File: src/rtl/effect_arbiter_if.sv
// ----------------------------------------------------------------------------
// effect_arbiter_if
// Bundles the channel-side and effect-side signals of effect_arbiter.
//   Channel inputs : i_l_valid/i_l_data, i_r_valid/i_r_data
//   Channel accepts: o_l_ready, o_r_ready (combinational in the arbiter)
//   Effect side    : o_eff_data/o_eff_valid out, i_eff_ready/i_eff_data/i_eff_valid in
//   Results        : o_l_data/o_l_valid, o_r_data/o_r_valid
//   Status         : o_busy, o_timeout
// slave  = the arbiter's view, master = the surrounding logic's view.
// ----------------------------------------------------------------------------
interface effect_arbiter_if #(
    parameter int unsigned d_width = 16
) ();
    logic               i_l_valid;
    logic [d_width-1:0] i_l_data;
    logic               o_l_ready;
    logic               i_r_valid;
    logic [d_width-1:0] i_r_data;
    logic               o_r_ready;
    logic [d_width-1:0] o_eff_data;
    logic               o_eff_valid;
    logic               i_eff_ready;
    logic [d_width-1:0] i_eff_data;
    logic               i_eff_valid;
    logic [d_width-1:0] o_l_data;
    logic               o_l_valid;
    logic [d_width-1:0] o_r_data;
    logic               o_r_valid;
    logic               o_busy;
    logic               o_timeout;

    modport slave (
        input  i_l_valid, i_l_data, i_r_valid, i_r_data,
        input  i_eff_ready, i_eff_data, i_eff_valid,
        output o_l_ready, o_r_ready, o_eff_data, o_eff_valid,
        output o_l_data, o_l_valid, o_r_data, o_r_valid, o_busy, o_timeout
    );

    modport master (
        output i_l_valid, i_l_data, i_r_valid, i_r_data,
        output i_eff_ready, i_eff_data, i_eff_valid,
        input  o_l_ready, o_r_ready, o_eff_data, o_eff_valid,
        input  o_l_data, o_l_valid, o_r_data, o_r_valid, o_busy, o_timeout
    );
endinterface

File: src/rtl/effect_arbiter.sv
// ----------------------------------------------------------------------------
// effect_arbiter
// Shares one effect pipeline between left and right audio channels. Grants one
// channel at a time (round-robin on contention), issues the held sample to the
// effect, waits for the processed result and routes it back to the owner. If
// the effect stays silent for timeout_cycles WAIT cycles, the dry sample is
// returned instead and the sticky o_timeout flag is raised.
// Ports:
//   clk   - system clock, rising edge
//   reset - asynchronous, active-high
//   bus   - effect_arbiter_if.slave (channel handshakes, effect side, results,
//           status); o_l_ready/o_r_ready are combinational, all else registered
// ----------------------------------------------------------------------------
module effect_arbiter #(
    parameter int unsigned d_width        = 16,
    parameter int unsigned timeout_cycles = 255
) (
    input  logic                 clk,
    input  logic                 reset,
    effect_arbiter_if.slave      bus
);
    localparam int unsigned cnt_width = $clog2(timeout_cycles + 1);
    localparam logic [cnt_width-1:0] cnt_last = cnt_width'(timeout_cycles - 1);

    typedef enum logic [1:0] {
        S_IDLE  = 2'd0,
        S_ISSUE = 2'd1,
        S_WAIT  = 2'd2
    } state_t;

    typedef enum logic {
        CH_L = 1'b0,
        CH_R = 1'b1
    } ch_t;

    state_t               state_q,      state_d;
    ch_t                  last_grant_q, last_grant_d;
    ch_t                  hold_ch_q,    hold_ch_d;
    logic [d_width-1:0]   hold_data_q,  hold_data_d;
    logic [cnt_width-1:0] cnt_q,        cnt_d;
    logic                 eff_valid_q,  eff_valid_d;
    logic [d_width-1:0]   eff_data_q,   eff_data_d;
    logic [d_width-1:0]   l_data_q,     l_data_d;
    logic                 l_valid_q,    l_valid_d;
    logic [d_width-1:0]   r_data_q,     r_data_d;
    logic                 r_valid_q,    r_valid_d;
    logic                 busy_q,       busy_d;
    logic                 timeout_q,    timeout_d;

    logic                 grant_l_c;
    logic                 grant_r_c;
    logic                 finish_c;
    logic [d_width-1:0]   result_c;

    // Round-robin grant: only in IDLE; on contention the channel that did not go last wins.
    always_comb begin
        grant_l_c = 1'b0;
        grant_r_c = 1'b0;
        if (state_q == S_IDLE) begin
            if (bus.i_l_valid && bus.i_r_valid) begin
                if (last_grant_q == CH_R) begin
                    grant_l_c = 1'b1;
                end else begin
                    grant_r_c = 1'b1;
                end
            end else if (bus.i_l_valid) begin
                grant_l_c = 1'b1;
            end else if (bus.i_r_valid) begin
                grant_r_c = 1'b1;
            end
        end
    end

    // Next-state and registered-output logic.
    always_comb begin
        state_d      = state_q;
        last_grant_d = last_grant_q;
        hold_ch_d    = hold_ch_q;
        hold_data_d  = hold_data_q;
        cnt_d        = cnt_q;
        eff_valid_d  = 1'b0;
        eff_data_d   = '0;
        l_data_d     = l_data_q;
        l_valid_d    = 1'b0;
        r_data_d     = r_data_q;
        r_valid_d    = 1'b0;
        timeout_d    = timeout_q;
        finish_c     = 1'b0;
        result_c     = hold_data_q;

        case (state_q)
            S_IDLE: begin
                if (grant_l_c || grant_r_c) begin
                    hold_ch_d   = grant_r_c ? CH_R : CH_L;
                    hold_data_d = grant_r_c ? bus.i_r_data : bus.i_l_data;
                    state_d     = S_ISSUE;
                    eff_valid_d = 1'b1;
                    eff_data_d  = hold_data_d;
                end
            end
            S_ISSUE: begin
                if (bus.i_eff_ready) begin
                    state_d = S_WAIT;
                    cnt_d   = '0;
                end else begin
                    eff_valid_d = 1'b1;
                    eff_data_d  = hold_data_q;
                end
            end
            S_WAIT: begin
                cnt_d = cnt_q + cnt_width'(1);
                // Effect data wins even on the final timeout cycle.
                if (bus.i_eff_valid) begin
                    finish_c = 1'b1;
                    result_c = bus.i_eff_data;
                end else if (cnt_q == cnt_last) begin
                    finish_c  = 1'b1;
                    result_c  = hold_data_q;
                    timeout_d = 1'b1;
                end
            end
            default: begin
                state_d = S_IDLE;
            end
        endcase

        // Route the result to the owning channel and release the pipeline.
        if (finish_c) begin
            state_d      = S_IDLE;
            last_grant_d = hold_ch_q;
            if (hold_ch_q == CH_L) begin
                l_data_d  = result_c;
                l_valid_d = 1'b1;
            end else begin
                r_data_d  = result_c;
                r_valid_d = 1'b1;
            end
        end

        busy_d = (state_d != S_IDLE);
    end

    // State and output registers.
    always_ff @(posedge clk or posedge reset) begin
        if (reset) begin
            state_q      <= S_IDLE;
            last_grant_q <= CH_R;
            hold_ch_q    <= CH_L;
            hold_data_q  <= '0;
            cnt_q        <= '0;
            eff_valid_q  <= 1'b0;
            eff_data_q   <= '0;
            l_data_q     <= '0;
            l_valid_q    <= 1'b0;
            r_data_q     <= '0;
            r_valid_q    <= 1'b0;
            busy_q       <= 1'b0;
            timeout_q    <= 1'b0;
        end else begin
            state_q      <= state_d;
            last_grant_q <= last_grant_d;
            hold_ch_q    <= hold_ch_d;
            hold_data_q  <= hold_data_d;
            cnt_q        <= cnt_d;
            eff_valid_q  <= eff_valid_d;
            eff_data_q   <= eff_data_d;
            l_data_q     <= l_data_d;
            l_valid_q    <= l_valid_d;
            r_data_q     <= r_data_d;
            r_valid_q    <= r_valid_d;
            busy_q       <= busy_d;
            timeout_q    <= timeout_d;
        end
    end

    assign bus.o_l_ready   = grant_l_c;
    assign bus.o_r_ready   = grant_r_c;
    assign bus.o_eff_valid = eff_valid_q;
    assign bus.o_eff_data  = eff_data_q;
    assign bus.o_l_data    = l_data_q;
    assign bus.o_l_valid   = l_valid_q;
    assign bus.o_r_data    = r_data_q;
    assign bus.o_r_valid   = r_valid_q;
    assign bus.o_busy      = busy_q;
    assign bus.o_timeout   = timeout_q;
endmodule
File: src/flat_wrapper.sv
// flat-port wrapper written by rule: the top's interface ports become plain ports
module effect_arbiter_flat 
#(
    parameter int unsigned d_width        = 16,
    parameter int unsigned timeout_cycles = 255
)
  (clk, reset, bus_i_l_valid, bus_i_l_data, bus_i_r_valid, bus_i_r_data, bus_i_eff_ready, bus_i_eff_data, bus_i_eff_valid, bus_o_l_ready, bus_o_r_ready, bus_o_eff_data, bus_o_eff_valid, bus_o_l_data, bus_o_l_valid, bus_o_r_data, bus_o_r_valid, bus_o_busy, bus_o_timeout);
  effect_arbiter_if #(.d_width(d_width)) bus_i ();
  input  logic clk;
  input  logic reset;
  input wire logic [$bits(bus_i.i_l_valid)-1:0] bus_i_l_valid;
  input wire logic [$bits(bus_i.i_l_data)-1:0] bus_i_l_data;
  input wire logic [$bits(bus_i.i_r_valid)-1:0] bus_i_r_valid;
  input wire logic [$bits(bus_i.i_r_data)-1:0] bus_i_r_data;
  input wire logic [$bits(bus_i.i_eff_ready)-1:0] bus_i_eff_ready;
  input wire logic [$bits(bus_i.i_eff_data)-1:0] bus_i_eff_data;
  input wire logic [$bits(bus_i.i_eff_valid)-1:0] bus_i_eff_valid;
  output wire logic [$bits(bus_i.o_l_ready)-1:0] bus_o_l_ready;
  output wire logic [$bits(bus_i.o_r_ready)-1:0] bus_o_r_ready;
  output wire logic [$bits(bus_i.o_eff_data)-1:0] bus_o_eff_data;
  output wire logic [$bits(bus_i.o_eff_valid)-1:0] bus_o_eff_valid;
  output wire logic [$bits(bus_i.o_l_data)-1:0] bus_o_l_data;
  output wire logic [$bits(bus_i.o_l_valid)-1:0] bus_o_l_valid;
  output wire logic [$bits(bus_i.o_r_data)-1:0] bus_o_r_data;
  output wire logic [$bits(bus_i.o_r_valid)-1:0] bus_o_r_valid;
  output wire logic [$bits(bus_i.o_busy)-1:0] bus_o_busy;
  output wire logic [$bits(bus_i.o_timeout)-1:0] bus_o_timeout;
  assign bus_i.i_l_valid = bus_i_l_valid;
  assign bus_i.i_l_data = bus_i_l_data;
  assign bus_i.i_r_valid = bus_i_r_valid;
  assign bus_i.i_r_data = bus_i_r_data;
  assign bus_i.i_eff_ready = bus_i_eff_ready;
  assign bus_i.i_eff_data = bus_i_eff_data;
  assign bus_i.i_eff_valid = bus_i_eff_valid;
  assign bus_o_l_ready = bus_i.o_l_ready;
  assign bus_o_r_ready = bus_i.o_r_ready;
  assign bus_o_eff_data = bus_i.o_eff_data;
  assign bus_o_eff_valid = bus_i.o_eff_valid;
  assign bus_o_l_data = bus_i.o_l_data;
  assign bus_o_l_valid = bus_i.o_l_valid;
  assign bus_o_r_data = bus_i.o_r_data;
  assign bus_o_r_valid = bus_i.o_r_valid;
  assign bus_o_busy = bus_i.o_busy;
  assign bus_o_timeout = bus_i.o_timeout;
  effect_arbiter #(.d_width(d_width), .timeout_cycles(timeout_cycles)) u_core (.clk(clk), .reset(reset), .bus(bus_i));
endmodule
File: config.mk
export PLATFORM = sky130hd
export DESIGN_NAME = effect_arbiter_flat
export DESIGN_NICKNAME = d
export VERILOG_FILES = /design/src/rtl/effect_arbiter_if.sv /design/src/rtl/effect_arbiter.sv /design/src/flat_wrapper.sv
export SDC_FILE = /design/constraint.sdc
export NUM_CORES = 1
export LEC_CHECK = 0
export BUFFER_PORTS_ARGS = -buffer_cell sky130_fd_sc_hd__buf_2
export CAP_MARGIN = 20
export CORE_MARGIN = 2
export CORE_UTILIZATION = 53
export DETAILED_ROUTE_END_ITERATION = 8
export GPL_TIMING_DRIVEN = 0
export PLACE_DENSITY_LB_ADDON = 0.12
export SYNTH_ARGS = -nofsm -noshare
export SYNTH_HDL_FRONTEND = slang
export SYNTH_SLANG_ARGS = --single-unit
File: constraint.sdc
create_clock -name clk -period 2.4 [get_ports clk]
set_input_delay 0.12 -clock clk [delete_from_list [all_inputs] [get_ports clk]]
set_output_delay 0.12 -clock clk [all_outputs]
set_load 0.02 [all_outputs]
==> metrics.yaml, run 1 <==
cts-root-buf: "clkbuf_8"
maxSlewHeadroom: 0.554
cp-end-kind: "primary output"
cts_buffers: 9
grt_max_degree: 47
rsz0062_at_grt: "no"
finalInstanceArea_um2: 4940
diodes: 0
cp_slowest_cell: "dfrtp_1"
routedWlPerCell_um: 18.7
final_util: 0.678
p_total_mw: 5.43
peakVddDrop_mv: 0.519
cts_tree: "built"
path_cells: "buf_6 > a211oi_4 > and2_1 > buf_2 > buf_2 > buf_2"
core_um2: 7290
drt-total-wl_um: 10800
post-route-period-util: 0.929
yosysTopAreaCellShare: 0.498
ys_warn_count: 0
num_vias: 3433
clk_latency_ns: 0.36
fmax_mhz: 448
setup_viol_count_final: 0
drv_slew: 0
synth-seq-cells: 81
numPortBuffers: 108
ys_seq_area_frac: 0.505
place_hpwl_um: 7710
layoutNonFillerInstCount: 577
holdCritPathClass: "input port to flop"
grt_overflow: 0
clkTransAtPathRegs_ns: 0.09
netlist_area_um2: 4020
dieArea_um2: 8290
start_kind: "flop"
cp.arrival_ns: 2.11
viasPerCell: 5.95
fillCellCount: 591
initial_core_util: 0.551
fin_crit_ns: 2.23
maxCapViolations: 0
die_x_um: 91.1
routabilityCongestion: 0.831
synth_most_common_cell: "dfrtp_1"
crit_required_ns: 2.28
drt-initial-drc-count: 244
worst_slew_pin_slew_ns: 0.665
dpl_cell_area_um2: 4710
p_clk_frac: 0.197
cts_setup_buffers: 0
synth-main-ff-cell: "dfrtp_1"
powerDensity_nw_per_um2: 1100
grt_first_pass_wirelength_um: 17700
final.setup.tns_ns: 0
crit_family: "buffers and inverters"
status: "complete, no violations"
post-route-drc-count: 0
synth_area_per_cell_um2: 11.4
antenna_found_initial: 0
die_h_um: 91.1
synthToLayoutAreaGrowth_pct: 23.0
cts_buffer_depth: 2
final_nets: 529
synthArstFlopShare: 1.00
max_stage_delay_ns: 0.40
synth_nets: 408
io_pins: 109
first_pass_iters: 5
htreeDepth: 3
cpMostUsedCell: "buf_2"
path_class: "flop to primary output"
synth_area_leaders: "dfrtp_1, mux2_1, o221a_1"
p_int_mw: 3.21
synth_top_area_cell: "dfrtp_1"
final_antenna_net_count: 0
drive_gt1_frac: 0.310
hold_viol: 0
synth_edf_count: 0
netSwitchingFraction: 0.409
synth_common_cells: "dfrtp_1, mux2_1, o221a_1, o311ai_1"
multi_input_area_um2: 1760
critPathBufInv: 4
row_count: 31
p_seq_frac: 0.404
synthDistinctLibCells: 43
power_leakage_nw: 2.43
grt_pass1_vias: 3491
synthCells: 352
pwr-share-comb: 0.399
regArea_um2: 2030
track_usage: 0.271
dp.cells: 560
net-switching-power_mw: 2.22
cp_max_fo: 10
fin_skew_ns: 0.0136
clkSinkCount: 81
-- cells in the final DEF (no fill, tap or decap), types with 2 or more instances in the layout --
| cell type | netlist | routed |
|---|---|---|
| buf_6 | 4 | 4 |
| dfrtp_1 | 80 | 80 |
| clkinvlp_4 | 0 | 2 |
| o21bai_1 | 2 | 2 |
| nand2b_1 | 19 | 19 |
| o221a_1 | 32 | 32 |
| nand3b_1 | 2 | 2 |
| nor2_1 | 5 | 5 |
| o21ai_1 | 4 | 4 |
| or3_1 | 4 | 4 |
| nand2_1 | 19 | 19 |
| buf_4 | 2 | 2 |
| clkbuf_1 | 13 | 13 |
| clkbuf_8 | 0 | 11 |
| inv_1 | 23 | 22 |
| nand3_1 | 19 | 19 |
| mux2_1 | 32 | 32 |
| a21oi_1 | 4 | 4 |
| ha_1 | 2 | 2 |
| buf_2 | 8 | 116 |
| o311ai_1 | 32 | 32 |
| o21ai_0 | 23 | 23 |
-- final cells by class --
type | count | share of cell area
Sequential cell | 81 | 0.410
Multi-Input combinational cell | 221 | 0.356
Timing Repair Buffer | 110 | 0.117
Clock buffer | 11 | 0.0306
Buffer | 27 | 0.0301
Tap cell | 99 | 0.0251
Inverter | 23 | 0.0180
Clock inverter | 5 | 0.0127
-- cell families after synthesis --
| logic type | after synthesis | synth area share |
|---|---|---|
| DFF | 81 | 0.505 |
| adders and majority gates | 2 | 0.00623 |
| buffers and inverters | 50 | 0.0585 |
| muxes | 32 | 0.0897 |
| xor gates and xnor gates | 1 | 0.00218 |
| AOI/OAI and AO/OA | 104 | 0.218 |
| and+or+nand+nor | 82 | 0.121 |
-- power groups by stage --
stage	Clock (mW)	Sequential, mW	Combinational [mW]
global placement	0	2.18	2.07
CTS	1.07	2.18	2.15
global route	1.12	2.25	2.35
finish	1.07	2.20	2.17
floorplan	0	2.40	1.19
detailed placement	0	2.21	2.14
-- worst register-to-register path, cell delays in order, from the launching register on --
cell and delay [ns]:
dfrtp_1 0.35, buf_4 0.19, nor3b_4 0.49, nand3_2 0.26, clkbuf_1 0.32, o221a_1 0.30
-- final timing paths --
kind                       slack (ns)                endpoint  depth (start not counted)                  from
setup / recovery                 0.17           bus_o_r_ready                          6     u_core.state_q[0]
hold / removal                   0.02       u_core.state_q[0]                          2       bus_i_eff_ready
setup reg to reg                 0.36  u_core.bus.o_l_data[6]                          5     u_core.state_q[1]
hold reg to reg                  0.49    u_core.bus.o_timeout                          1  u_core.bus.o_timeout
max in group asynchronous        1.43     u_core.last_grant_q                          4                 reset
min in group asynchronous        0.34  u_core.bus.o_r_data[9]                          3                 reset
-- layer usage --
metal / global-route usage / vias up / routed length, µm
met5: 0 / - / 0
met4: 0.124 / 0 / 231
met3: 0.0390 / 19 / 711
met2: 0.411 / 161 / 5000
met1: 0.389 / 1667 / 4870
li1: - / 1586 / -
-- registers in the layout (all words and copies together), names as in the netlist --
register                cells
u_core.bus.o_r_data        16
u_core.last_grant_q         1
u_core.bus.o_l_valid        1
u_core.bus.o_busy           1
u_core.bus.o_eff_data      16
u_core.hold_data_q         16
u_core.bus.o_eff_valid      1
u_core.bus.o_l_data        16
u_core.hold_ch_q            1
u_core.cnt_q                8
u_core.bus.o_timeout        1
u_core.bus.o_r_valid        1
u_core.state_q              2
-- stage by stage --
| stage | hold slack [ns] | setup WS (ns) |
|---|---|---|
| 2_1_floorplan | 0.214 | 0.202 |
| 3_3_place_gp | 0.384 | -0.703 |
| 3_5_place_dp | 0.173 | 0.417 |
| 4_1_cts | 0.0103 | 0.0593 |
| 5_1_grt | 0.0132 | 0.0596 |
| 6_report | 0.0161 | 0.170 |
-- repair_timing --
action / CTS / global route
hold buffers: 1 / 0
gates resized for setup: 0 / 1
endpoints found under the setup margin: 0 / 1
hold endpoints to repair: 35 / 0
No activity file was read; power rests on OpenSTA's default activity.
==> run 2, diff against run 1 <==
ABC_AREA = 1   (was default)
CORE_UTILIZATION = 52   (was 53)
==> run 2 against run 1 <==
Core utilization is 1.5 points lower. Via count decreased by 4.0%. Hold slack improved by 0.031 ns. Wire length is 20% lower. Largest power group is now combinational cells. Global-route usage decreased by 4.9 points. Combinational power grew 20%. Synthesized cell count grew 35%. Sequential share of layout area increased by 1.6 points. Register-to-register slack better by 0.40 ns. Area after synthesis is 4.8% lower. Cell count is 21% higher. Clock-buffer cell count down 1.
==> metrics.yaml, run 2 <==
place_hpwl_um: 6600  # was 7710 µm
synthArstFlopShare: 1.00  # unchanged
start_kind: "flop"  # unchanged
synth_nets: 530  # was 408
rr_worst_depth: 10  # was 5
clkTransAtPathRegs_ns: 0.08  # was 0.09 ns
peakVddDrop_mv: 0.515  # was 0.519 mV
post-place-ws_ns: 0.788  # was 0.417 ns
pwr-share-comb: 0.428  # was 0.399
synthDistinctLibCells: 26  # was 43
first_pass_iters: 4  # was 5
path_class: "flop to primary output"  # unchanged
p_int_mw: 3.44  # was 3.21 mW
drt-initial-drc-count: 168  # was 244
cts_setup_buffers: 0  # unchanged
grt_pass1_vias: 3067  # was 3491
final_antenna_net_count: 0  # unchanged
rsz0062_at_grt: "no"  # unchanged
hold_end: "u_core.bus.o_timeout"  # was u_core.state_q[0]
powerDensity_nw_per_um2: 1280  # was 1100 nW/µm²
worst_slew_pin_slew_ns: 0.460  # was 0.665 ns
cts-root-buf: "clkbuf_8"  # unchanged
htreeDepth: 3  # unchanged
yosysTopAreaCellShare: 0.524  # was 0.498
numPortBuffers: 108  # unchanged
netSwitchingFraction: 0.434  # was 0.409
die_x_um: 89.8  # was 91.1 µm
diodes: 0  # unchanged
cp_max_fo: 10  # unchanged
dieArea_um2: 8060  # was 8290 µm²
power_leakage_nw: 2.85  # was 2.43 nW
r2r-start: "u_core.cnt_q[0]"  # was u_core.state_q[1]
antenna_found_initial: 0  # unchanged
viasPerCell: 4.72  # was 5.95
min_path_cells: 2  # unchanged
num_vias: 3297  # was 3433
worst_slack_ns: 0.629  # was 0.170 ns
setup_viol_count_final: 0  # unchanged
die_h_um: 89.8  # was 91.1 µm
ys_warn_count: 0  # unchanged
fin_crit_ns: 1.77  # was 2.23 ns
drt-total-wl_um: 8630  # was 10800 µm
hp-start: "bus_i_eff_valid"  # was bus_i_eff_ready
maxSlewHeadroom: 0.693  # was 0.554
drv_slew: 0  # unchanged
r2r_setup_slack_ns: 0.76  # was 0.36 ns
holdCritPathClass: "input port to flop"  # unchanged
routedWlPerCell_um: 12.3  # was 18.7 µm
ys_seq_area_frac: 0.530  # was 0.505
cts_resized: 0  # unchanged
cts_tree: "built"  # unchanged
final.setup.tns_ns: 0  # unchanged
p_seq_frac: 0.391  # was 0.404
drive_gt1_frac: 0.265  # was 0.310
synth_top_area_cell: "dfrtp_1"  # unchanged
grt_first_pass_wirelength_um: 14500  # was 17700 µm
cts_buffers: 9  # unchanged
maxCapViolations: 0  # unchanged
synth_edf_count: 0  # unchanged
synth_most_common_cell: "nand2_1"  # was dfrtp_1
synthToLayoutAreaGrowth_pct: 24.4  # was 23.0%
fin_skew_ns: 0.00889  # was 0.0136 ns
fin_hold_ws_ns: 0.0468  # was 0.0161 ns
ctsHoldBuffers: 1  # unchanged
p_clk_frac: 0.181  # was 0.197
rr_endpoint: "u_core.bus.o_r_data[14]"  # was u_core.bus.o_l_data[6]
clk_latency_ns: 0.34  # was 0.36 ns
fmax_mhz: 565  # was 448 MHz
routabilityCongestion: 0.881  # was 0.831
cp-end-kind: "primary output"  # unchanged
grt_overflow: 0  # unchanged
cts_buffer_depth: 2  # unchanged
post-route-period-util: 0.738  # was 0.929
hold_viol: 0  # unchanged
clkSinkCount: 81  # unchanged
post-route-drc-count: 0  # unchanged
grt_max_degree: 47  # unchanged
netlist_area_um2: 3820  # was 4020 µm²
core_um2: 7180  # was 7290 µm²
finalInstanceArea_um2: 4760  # was 4940 µm²
synth_area_per_cell_um2: 8.07  # was 11.4 µm²
cp.arrival_ns: 1.65  # was 2.11 ns
synthCells: 474  # was 352
net-switching-power_mw: 2.64  # was 2.22 mW
status: "complete, no violations"  # unchanged
track_usage: 0.222  # was 0.271
final_common_cell: "nand2_1"  # was buf_2
final_cell_mix: "nand2_1, buf_2, dfrtp_1"  # was buf_2, dfrtp_1, mux2_1, o221a_1, o311ai_1
synth_area_leaders: "dfrtp_1, nand2_1, nand3_1"  # was dfrtp_1, mux2_1, o221a_1
synth-seq-cells: 81  # unchanged
io_pins: 109  # unchanged
row_count: 31  # unchanged
final_nets: 651  # was 529
synth_common_cells: "nand2_1, dfrtp_1, nand3_1, inv_1, buf_6"  # was dfrtp_1, mux2_1, o221a_1, o311ai_1
synth-main-ff-cell: "dfrtp_1"  # unchanged
crit_required_ns: 2.28  # about the same
initial_core_util: 0.533  # was 0.551
dpl_cell_area_um2: 4520  # was 4710 µm²
## run 2: cell types whose count changed in the layout (fill, tap and decap cells not counted), sizes merged, moves of 4 or more
cell / before / now
clkbuf: 24 / 12
nand2b: 19 / 0
nand3: 20 / 60
o21ai: 27 / 6
nand2: 19 / 236
o221a: 32 / 0
or3: 4 / 0
nor2: 5 / 12
inv: 24 / 53
mux2: 32 / 0
o311ai: 33 / 0
## run 2: kinds of logic (layout without fill, tap and decap cells)
kind of cell | Yosys count | after routing | synth area share
DFF | 81 | 81 | 0.530
AOI/OAI and AO/OA | 11 | 11 | 0.0177
adders and majority gates | 2 | 2 | 0.00654
buffers and inverters | 69 | 195 | 0.0870
and+or+nand+nor | 310 | 310 | 0.356
xor gates and xnor gates | 1 | 1 | 0.00229
## run 2: how the worst max path moves through the flow
stage,startpoint,end,slack [ns],cells past startpoint
2_1_floorplan,reset,u_core.bus.o_busy,0.20,1
3_3_place_gp,reset,u_core.bus.o_l_valid,-0.67,2
3_5_place_dp,u_core.cnt_q[0],u_core.bus.o_r_data[0],0.79,10
4_1_cts,u_core.state_q[0],bus_o_r_ready,0.61,5
5_1_grt,u_core.state_q[0],bus_o_r_ready,0.55,5
6_report,u_core.state_q[0],bus_o_r_ready,0.63,5
## run 2: critical path, cell delays in order, from the launching register on
cell and delay (ns):
dfrtp_1 0.48, nor2_4 0.19, nand3_4 0.16, inv_2 0.16, buf_6 0.15, buf_2 0.17
## run 2: power groups by stage
stage | Clock, mW | Combinational [mW] | Sequential, mW
after detailed placement | 0 | 2.62 | 2.39
after floorplan | 0 | 1.30 | 2.83
after CTS | 1.12 | 2.62 | 2.37
after global routing | 1.18 | 2.89 | 2.46
final | 1.10 | 2.60 | 2.38
after global placement | 0 | 2.55 | 2.37
## run 2: layout make-up
class / count / area, µm²
Buffer: 15 / 130
Clock buffer: 10 / 138
Clock inverter: 6 / 91.3
Fill cell: 637 / 2420
Inverter: 54 / 205
Multi-Input combinational cell: 324 / 1460
Sequential cell: 81 / 2030
Tap cell: 99 / 124
Timing Repair Buffer: 110 / 578
## run 2: metrics by stage
| step | instances | total power [mW] | utilization |
|---|---|---|---|
| finish | 699 | 6.08 | 0.663 |
| global route | 699 | 6.53 | 0.663 |
| CTS | 699 | 6.11 | 0.663 |
| detailed placement | 682 | 5.01 | 0.630 |
| global placement | 681 | 4.93 | 0.625 |
| floorplan | 474 | 4.13 | - |
## run 2: routing by layer
metal / vias up / track usage / share of wire
li1: 1691 / - / -
met3: 8 / 0.0335 / 0.051
met4: 0 / 0.0795 / 0.014
met2: 104 / 0.354 / 0.48
met1: 1494 / 0.314 / 0.46
met5: - / 0 / 0
